File: config.mk
export PLATFORM = sky130hd
export DESIGN_NAME = regfile_wb_arbiter_flat
export DESIGN_NICKNAME = d
export VERILOG_FILES = /design/src/rtl/regfile_pkg.sv /design/src/rtl/regfile_wb_arbiter_if.sv /design/src/rtl/regfile_scoreboard.sv /design/src/rtl/regfile_wb_arbiter.sv /design/src/flat_wrapper.sv
export SDC_FILE = /design/constraint.sdc
export NUM_CORES = 1
export LEC_CHECK = 0
export CAP_MARGIN = 0
export CORE_UTILIZATION = 35
export CTS_BUF_LIST = sky130_fd_sc_hd__clkbuf_16
export CTS_CLUSTER_DIAMETER = 150
export DETAILED_ROUTE_END_ITERATION = 6
export PLACE_DENSITY = 0.68
export REMOVE_ABC_BUFFERS = 1
export SYNTH_ARGS = -nofsm -noshare
export SYNTH_HDL_FRONTEND = slang
export SYNTH_SLANG_ARGS = --single-unit
File: constraint.sdc
create_clock -name clk -period 3.4 [get_ports clk]
set_input_delay 0.68 -clock clk [delete_from_list [all_inputs] [get_ports clk]]
set_output_delay 0.68 -clock clk [all_outputs]
set_load 0.05 [all_outputs]
File: src/rtl/regfile_pkg.sv
// Shared definitions for the register-file writeback arbiter slice.
// Provides the data/address widths and the writeback grant encoding.
package regfile_pkg;
  localparam int unsigned XLEN     = 32;
  localparam int unsigned REG_AW   = 5;
  localparam int unsigned NUM_REGS = 32;

  // Which requester owns the register-file write port this cycle.
  typedef enum logic [1:0] {
    WB_NONE,
    WB_P,
    WB_M
  } wb_src_e;
endpackage

File: src/rtl/regfile_wb_arbiter_if.sv
// Writeback handshake bundle between the two result producers and the arbiter.
//   p_valid/p_rd/p_data/p_ready : in-order pipeline writeback
//   m_valid/m_rd/m_data/m_ready : long-latency (mul/div) writeback
// master = producer side, slave = arbiter side.
interface regfile_wb_arbiter_if;
  import regfile_pkg::*;

  logic              p_valid;
  logic [REG_AW-1:0] p_rd;
  logic [XLEN-1:0]   p_data;
  logic              p_ready;

  logic              m_valid;
  logic [REG_AW-1:0] m_rd;
  logic [XLEN-1:0]   m_data;
  logic              m_ready;

  modport master (
    output p_valid, p_rd, p_data,
    output m_valid, m_rd, m_data,
    input  p_ready, m_ready
  );

  modport slave (
    input  p_valid, p_rd, p_data,
    input  m_valid, m_rd, m_data,
    output p_ready, m_ready
  );
endinterface

File: src/rtl/regfile_scoreboard.sv
// Busy-bit scoreboard for long-latency destinations.
//   clk, rst          : clock, synchronous active-high reset
//   set_en, set_idx   : mark a register busy (issue of an M operation)
//   clr_en, clr_idx   : mark a register free (M result written back)
//   chk_rs1/rs2/rd    : decode operands to look up
//   hazard            : any looked-up operand is busy (pre-update state)
//   busy              : the busy bits; bit 0 is never set
module regfile_scoreboard
  import regfile_pkg::*;
(
  input  logic                clk,
  input  logic                rst,
  input  logic                set_en,
  input  logic [REG_AW-1:0]   set_idx,
  input  logic                clr_en,
  input  logic [REG_AW-1:0]   clr_idx,
  input  logic [REG_AW-1:0]   chk_rs1,
  input  logic [REG_AW-1:0]   chk_rs2,
  input  logic [REG_AW-1:0]   chk_rd,
  output logic                hazard,
  output logic [NUM_REGS-1:0] busy
);

  logic [NUM_REGS-1:0] busy_next;

  // Clear applied before set so a same-cycle re-issue keeps the bit busy.
  always_comb begin
    busy_next = busy;
    if (clr_en) busy_next[clr_idx] = 1'b0;
    if (set_en) busy_next[set_idx] = 1'b1;
    busy_next[0] = 1'b0;
  end

  always_ff @(posedge clk) begin
    if (rst) busy <= '0;
    else     busy <= busy_next;
  end

  always_comb begin
    hazard = busy[chk_rs1] | busy[chk_rs2] | busy[chk_rd];
  end

endmodule

File: src/rtl/regfile_wb_arbiter.sv
// Arbitrates the single register-file write port between the pipeline (P)
// and the long-latency unit (M), and tracks M destinations in a scoreboard.
//   clk, rst              : clock, synchronous active-high reset
//   wb (slave)            : P and M valid/ready writeback handshakes
//   iss_valid, iss_rd     : M operation issued this cycle and its destination
//   chk_rs1/rs2/rd        : decode operands checked for hazards
//   hazard, busy          : scoreboard lookup result and busy bits
//   writeEn/Addr/Data     : registered register-file write port
// STARVE_LIMIT: cycles M may be held off before it takes priority (1..15).
module regfile_wb_arbiter
  import regfile_pkg::*;
#(
  parameter int unsigned STARVE_LIMIT = 4
) (
  input  logic                 clk,
  input  logic                 rst,
  regfile_wb_arbiter_if.slave  wb,
  input  logic                 iss_valid,
  input  logic [REG_AW-1:0]    iss_rd,
  input  logic [REG_AW-1:0]    chk_rs1,
  input  logic [REG_AW-1:0]    chk_rs2,
  input  logic [REG_AW-1:0]    chk_rd,
  output logic                 hazard,
  output logic [NUM_REGS-1:0]  busy,
  output logic                 writeEn,
  output logic [REG_AW-1:0]    writeAddr,
  output logic [XLEN-1:0]      writeData
);

  localparam logic [3:0] LIMIT = 4'(STARVE_LIMIT);

  logic [3:0] starve_cnt;
  logic       starve_at_limit;
  wb_src_e    grant;
  logic       m_xfer;

  assign starve_at_limit = (starve_cnt == LIMIT);

  always_comb begin
    grant      = WB_NONE;
    wb.p_ready = 1'b0;
    wb.m_ready = 1'b0;
    if (!rst) begin
      if (wb.m_valid && (!wb.p_valid || starve_at_limit)) grant = WB_M;
      else if (wb.p_valid)                                grant = WB_P;
    end
    wb.p_ready = (grant == WB_P);
    wb.m_ready = (grant == WB_M);
  end

  assign m_xfer = (grant == WB_M);

  // Counts consecutive cycles M is waiting; saturates so M keeps priority.
  always_ff @(posedge clk) begin
    if (rst)                         starve_cnt <= '0;
    else if (!wb.m_valid || m_xfer)  starve_cnt <= '0;
    else if (!starve_at_limit)       starve_cnt <= starve_cnt + 4'd1;
  end

  // x0 grants are accepted but never enabled; address/data still load.
  always_ff @(posedge clk) begin
    if (rst) begin
      writeEn   <= 1'b0;
      writeAddr <= '0;
      writeData <= '0;
    end else begin
      unique case (grant)
        WB_P: begin
          writeEn   <= (wb.p_rd != '0);
          writeAddr <= wb.p_rd;
          writeData <= wb.p_data;
        end
        WB_M: begin
          writeEn   <= (wb.m_rd != '0);
          writeAddr <= wb.m_rd;
          writeData <= wb.m_data;
        end
        default: writeEn <= 1'b0;
      endcase
    end
  end

  regfile_scoreboard u_scoreboard (
    .clk     (clk),
    .rst     (rst),
    .set_en  (iss_valid),
    .set_idx (iss_rd),
    .clr_en  (m_xfer),
    .clr_idx (wb.m_rd),
    .chk_rs1 (chk_rs1),
    .chk_rs2 (chk_rs2),
    .chk_rd  (chk_rd),
    .hazard  (hazard),
    .busy    (busy)
  );

endmodule

File: src/flat_wrapper.sv
// flat-port wrapper written by rule: the top's interface ports become plain ports
module regfile_wb_arbiter_flat import regfile_pkg::*;
#(
  parameter int unsigned STARVE_LIMIT = 4
)
  (clk, rst, iss_valid, iss_rd, chk_rs1, chk_rs2, chk_rd, hazard, busy, writeEn, writeAddr, writeData, wb_p_valid, wb_p_rd, wb_p_data, wb_m_valid, wb_m_rd, wb_m_data, wb_p_ready, wb_m_ready);
  regfile_wb_arbiter_if wb_i ();
  input  logic clk;
  input  logic rst;
  input  logic iss_valid;
  input  logic [REG_AW-1:0] iss_rd;
  input  logic [REG_AW-1:0] chk_rs1;
  input  logic [REG_AW-1:0] chk_rs2;
  input  logic [REG_AW-1:0] chk_rd;
  output logic hazard;
  output logic [NUM_REGS-1:0] busy;
  output logic writeEn;
  output logic [REG_AW-1:0] writeAddr;
  output logic [XLEN-1:0] writeData;
  input wire logic [$bits(wb_i.p_valid)-1:0] wb_p_valid;
  input wire logic [$bits(wb_i.p_rd)-1:0] wb_p_rd;
  input wire logic [$bits(wb_i.p_data)-1:0] wb_p_data;
  input wire logic [$bits(wb_i.m_valid)-1:0] wb_m_valid;
  input wire logic [$bits(wb_i.m_rd)-1:0] wb_m_rd;
  input wire logic [$bits(wb_i.m_data)-1:0] wb_m_data;
  output wire logic [$bits(wb_i.p_ready)-1:0] wb_p_ready;
  output wire logic [$bits(wb_i.m_ready)-1:0] wb_m_ready;
  assign wb_i.p_valid = wb_p_valid;
  assign wb_i.p_rd = wb_p_rd;
  assign wb_i.p_data = wb_p_data;
  assign wb_i.m_valid = wb_m_valid;
  assign wb_i.m_rd = wb_m_rd;
  assign wb_i.m_data = wb_m_data;
  assign wb_p_ready = wb_i.p_ready;
  assign wb_m_ready = wb_i.m_ready;
  regfile_wb_arbiter #(.STARVE_LIMIT(STARVE_LIMIT)) u_core (.clk(clk), .rst(rst), .wb(wb_i), .iss_valid(iss_valid), .iss_rd(iss_rd), .chk_rs1(chk_rs1), .chk_rs2(chk_rs2), .chk_rd(chk_rd), .hazard(hazard), .busy(busy), .writeEn(writeEn), .writeAddr(writeAddr), .writeData(writeData));
endmodule
Yosys cells after proc, flatten, opt, wreduce, memory -nomap -nowiden
Index checks and enable logic that the tools add are counted.
Operators by class
  equal/unequal tests: 3
  muxes and demuxes: 18
  $lt $le $gt $ge: 7
  add/subtract/negate cells: 1
  bitwise gates (word level): 5
  reduce and logical (&&, ||, !) cells: 11
Operators by type and width (count)
  $mux 32: 2
  $pmux 32 s2: 1
  $and 32x32->32: 1
  $not 32->32: 1
  $or 32x32->32: 1
  $lt 5x6->1 const B: 5
  $bmux 1 s5: 3
  $demux 1 s5: 2
  $ge 5x1->1 const B: 2
  $pmux 5 s2: 1
  $reduce_bool 5->1: 2
  $mux 1: 6
  $add 4x1->4 const B: 1
  $eq 4x3->1 const B: 1
  $mux 2: 2
  $logic_and 1x1->1: 3
  $eq 2x1->1 const B: 1
  $eq 2x2->1 const B: 1
  $logic_not 1->1: 2
  $logic_or 1x1->1: 2
  $or 1x1->1: 2
  $pmux 1 s2: 1
  $reduce_bool 2->1: 1
  $reduce_or 2->1: 1
Word-level totals
  output and inout bits: 73
  logic and storage cells: 51
  bits in registers: 74

Depth between registers and ports, before layout
  word-level depth: 9
  depth in mapped cells: 12
  depth with buffers taken out: 10

Cells and area by module
Synthesis repeated with hierarchy kept, for this count alone.
Unflattened totals
  cells, all modules: 443
  area, all modules: 4225.3 sq um
By module, submodules not included
  regfile_scoreboard: cells each 247, instances 1, area an instance 2144.6 sq um, sequential area each 620.6 sq um
  regfile_wb_arbiter: cells each 196, instances 1, area an instance 2080.7 sq um, sequential area each 840.8 sq um

Worst setup path after synthesis
No wires, ideal clock.
  path kind: input-to-output
  from: in chk_rd[0]
  to: out hazard
  cell stages on the path: 6
  buffers on the path: 1
  arrival: 2.188 ns
  data required time: 2.720 ns
  setup slack: 0.532 ns
  cells stage by stage: buf_6 -> mux4_2 -> a22oi_2 -> nand3_1 -> nor3_2 -> nand4_1
Between the ends
  cells in the longest elaborated chain, start to end: 3
Ends and longest elaborated chain
  start: declaration: RTL line flat_wrapper.sv:14  | input logic [REG_AW-1:0] chk_rd;
  $bmux 1 s5: RTL line regfile_scoreboard.sv:40  | hazard = busy[chk_rs1] | busy[chk_rs2] | busy[chk_rd];
  $mux 1 (not written as such): RTL line regfile_scoreboard.sv:40
  $or 1x1->1: RTL line regfile_scoreboard.sv:40
  end: declaration: RTL line flat_wrapper.sv:15  | output logic hazard;
No other way between the ends. The select of a mux whose other input is x is not followed.

Worst setup path after layout
  from: in chk_rs1[0]
  to: out hazard
Between the ends
  cells in the longest elaborated chain, start to end: 4
Ends and longest elaborated chain
  start: declaration: RTL line flat_wrapper.sv:12  | input logic [REG_AW-1:0] chk_rs1;
  $bmux 1 s5: RTL line regfile_scoreboard.sv:40
  $mux 1 (not written as such): RTL line regfile_scoreboard.sv:40
  $or 1x1->1 (2 in a row): RTL line regfile_scoreboard.sv:40
No other way between the ends. The select of a mux whose other input is x is not followed.

==> out/qor.csv <==
stage;metric;value;unit
detailed_routing;DRT antenna net count;0;
die;DIE WIDTH;111;microns
timing;Fin Hold WS;0.486;ns
critical_path;critical path type;in2out;
critical_path;reg2reg setup slack;0.98;ns
timing;Fin. Hold Viols;0;
layout;layout cells sized above 1;0.0820;
place;post-place setup slack;0.00413;ns
critical_path;crit path to;hazard;
global_route;gr usage total;0.222;
global_route;antenna violations before repair;1;
critical_path;worst-path maximum fanout;10;
cts;Sink Count;73;
timing;fmax;304;MHz
synthesis;cell area after synthesis;0.00412;sq mm
die;Initial Utilization;0.360;
synthesis;Synth async-reset ratio;0;
cts;CTS tree;yes;
detailed_routing;Starting DRT DRC Count;322;
synthesis;Distinct cells, synth;51;
power_and_ir_drop;LEAKAGE;0.00227;uW
place;port buffer count;170;
power_and_ir_drop;Reg power frac;0.361;
power_and_ir_drop;P_sw;688;uW
critical_path;Worst setup startpoint;chk_rs1[0];
hold_path;Worst Hold Class;reg2reg;
power_and_ir_drop;Logic pwr share;0.225;
synthesis;Synth Instances;482;
global_route;Overflow after GRT;0;
cts;Worst-path clk slew;0.05;ns
detailed_routing;Detailed Route WL;13700;microns
layout;diode count;0;
synthesis;main flop type after synthesis;dfxtp_1;
die;Die Footprint;0.0122;sq mm
detailed_routing;number of remaining DRC errors;0;
die;DIE HEIGHT;111;microns
cts;Root Buffer;clkbuf_16;
global_route;largest net degree at the start of global routing;70;
power_and_ir_drop;power per cell area;406;mW/mm^2
layout;# fillers;1021;
place;GPL Wtd Cong;0.908;
die;Core Region;0.0115;sq mm
detailed_routing;average routed wire per standard cell;17.4;microns
cts;Bufs on Longest Clock Path;2;
global_route;vias in the first global route;4134;
timing;Worst-Margin Slew;0.696;ns
critical_path;worst path required time;2.72;ns
timing;final period utilization;0.968;
synthesis;Mapped Avg Cell Area;8.55;sq um
synthesis;Syn. warnings;0;
critical_path;Worst Setup End Kind;output port;
cts;H-tree Lvls;3;
timing;worst setup margin;0.107;ns
critical_path;CP arrival;2.61;ns
timing;final-report setup violation count;0;
place;post-DP HPWL;10600;microns
layout;most common cell after layout, fill and taps aside;clkdlybuf4s50_1;
critical_path;R2R Path End;u_core.u_scoreboard.busy[27]$_SDFF_PP0_;
layout;commonest non-fill, non-tap cells in the layout;166 x clkdlybuf4s50_1, 85 x nor2_1, 73 x a21oi_1, 73 x dfxtp_1, 44 x mux2i_1;
power_and_ir_drop;Worst VDD drop;0.000303;V
layout;P&R area growth vs syn;52.1;%
critical_path;Critical Path Start Type;input port;
critical_path;reg2reg start;u_core.starve_cnt[0]$_SDFFE_PP0N_;
synthesis;sequential area share after synthesis;0.354;
detailed_routing;Pre-antenna DRT Iters;5;
timing;fin crit period;3.29;ns
detailed_routing;vias per cell;5.37;
timing;slew margin rel.;0.536;
power_and_ir_drop;Clock power frac;0.414;
die;site row count;39;
global_route;first-pass GRT wire length;21700;microns
synthesis;Post-synth EDFFs;0;
detailed_routing;via count;4236;
power_and_ir_drop;Sw Share;0.270;
timing;unrepaired setup endpoints after global routing;no;
cts;CTS buffer count;9;
critical_path;number of cells on the worst reg-to-reg path;9;
job;max_cap viols;0;
layout;Nets;744;
timing;Slew Limit Fails;0;
power_and_ir_drop;Int Pwr;1860;uW
run_status;outcome;complete, no violations;
cts;Worst-Skew Late Latency;0.33;ns
die;num ports;172;
synthesis;Yosys reg bits;73;
timing;Final Skew;0.00796;ns
==> cells in the mapped netlist, types with 2 or more instances <==
cell	n	share of area
a21oi_1	73	0.089
and3_1	2	0.0030
and3b_1	3	0.0064
buf_2	5	0.0061
buf_4	3	0.0055
buf_6	2	0.0055
clkbuf_1	19	0.017
clkbuf_8	3	0.010
dfxtp_1	73	0.35
ha_1	4	0.012
inv_1	6	0.0055
mux2_2	6	0.016
mux2i_1	44	0.11
mux4_1	6	0.038
mux4_2	11	0.060
nand2_1	43	0.039
nand2b_1	4	0.0061
nand3_1	6	0.0073
nand3b_1	8	0.015
nand4_1	3	0.0046
nor2_1	85	0.077
nor3_1	4	0.0049
nor3b_1	6	0.011
o211ai_1	2	0.0036
o21ai_0	32	0.039
o22ai_1	2	0.0030
or3b_2	2	0.0042
xnor2_1	2	0.0042
==> registers in the layout (all words and copies together) (netlist names) <==
signal	flops
u_core.writeData	32
u_core.u_scoreboard.busy	31
u_core.writeAddr	5
u_core.starve_cnt	4
u_core.writeEn	1
==> final cells by class <==
class | instances | area (sq um) | area share
Timing Repair Buffer | 181 | 1820 | 0.290
Inverter | 6 | 22.5 | 0.00359
Multi-Input combinational cell | 370 | 2460 | 0.392
Clock buffer | 9 | 225 | 0.0359
Sequential cell | 73 | 1460 | 0.233
Clock inverter | 7 | 110 | 0.0176
Tap cell | 143 | 179 | 0.0285
==> how the worst min path moves through the flow <==
stage	startpoint	end	slack [ns]	depth (start not counted)
6_report	u_core.writeData[28]$_SDFFE_PP0P_	u_core.writeData[28]$_SDFFE_PP0P_	0.49	2
5_1_grt	u_core.writeData[9]$_SDFFE_PP0P_	u_core.writeData[9]$_SDFFE_PP0P_	0.52	2
4_1_cts	u_core.starve_cnt[1]$_SDFFE_PP0N_	u_core.starve_cnt[1]$_SDFFE_PP0N_	0.49	2
3_5_place_dp	u_core.writeData[28]$_SDFFE_PP0P_	u_core.writeData[28]$_SDFFE_PP0P_	0.48	2
3_3_place_gp	u_core.writeData[14]$_SDFFE_PP0P_	u_core.writeData[14]$_SDFFE_PP0P_	0.47	2
2_1_floorplan	u_core.starve_cnt[1]$_SDFFE_PP0N_	u_core.starve_cnt[1]$_SDFFE_PP0N_	0.46	2
==> routing by layer <==
layer	GRT usage	vias up	share of wire
met3	0.0730	19	0.10
li1	-	2036	-
met1	0.267	1960	0.41
met4	0.0667	2	0.015
met2	0.374	219	0.48
met5	0	-	0.00080
==> through the flow <==
stage          std cells  total power (uW)  setup TNS (ns)   util  area, sq um
4_1_cts              789              2560               0  0.546         6260
5_1_grt              789              2650               0  0.547         6270
3_5_place_dp         773              1510               0  0.517         5930
3_3_place_gp         773              1500               0  0.517         5930
2_1_floorplan        449              1230           -7.06      -         3940
6_report             789              2550               0  0.547         6270
==> critical path, stage by stage <==
cell             delay (ns)
clkdlybuf4s50_1        0.49
buf_6                  0.17
mux4_1                 0.57
nand4b_1               0.12
nand3_1                0.09
nor3_2                 0.18
nand4_1                0.10
buf_4                  0.20
==> power groups by stage <==
| stage | clock [uW] | sequential (uW) | combinational [uW] |
|---|---|---|---|
| final | 1050 | 920 | 573 |
| after global routing | 1110 | 924 | 612 |
| after CTS | 1070 | 920 | 575 |
| after detailed placement | 0 | 937 | 574 |
| after global placement | 0 | 936 | 569 |
| after floorplan | 0 | 1050 | 171 |
==> repair_timing <==
action / 4_1_cts / 5_1_grt
hold buffers: 0 / 0
gates resized for setup: 0 / 3
buffers inserted: 0 / 0
hold endpoints to repair: 0 / 0
setup endpoints to repair: 0 / 1
==> kinds of logic after synthesis <==
logic type                 synth area share
and+or+nand+nor                       0.196
AOI/OAI and AO/OA                     0.158
DFF                                   0.354
muxes                                 0.222
buffers and inverters                0.0507
adders and majority gates            0.0121
xor gates and xnor gates            0.00637
other                              0.000910
(Power assumes the default switching activity.)
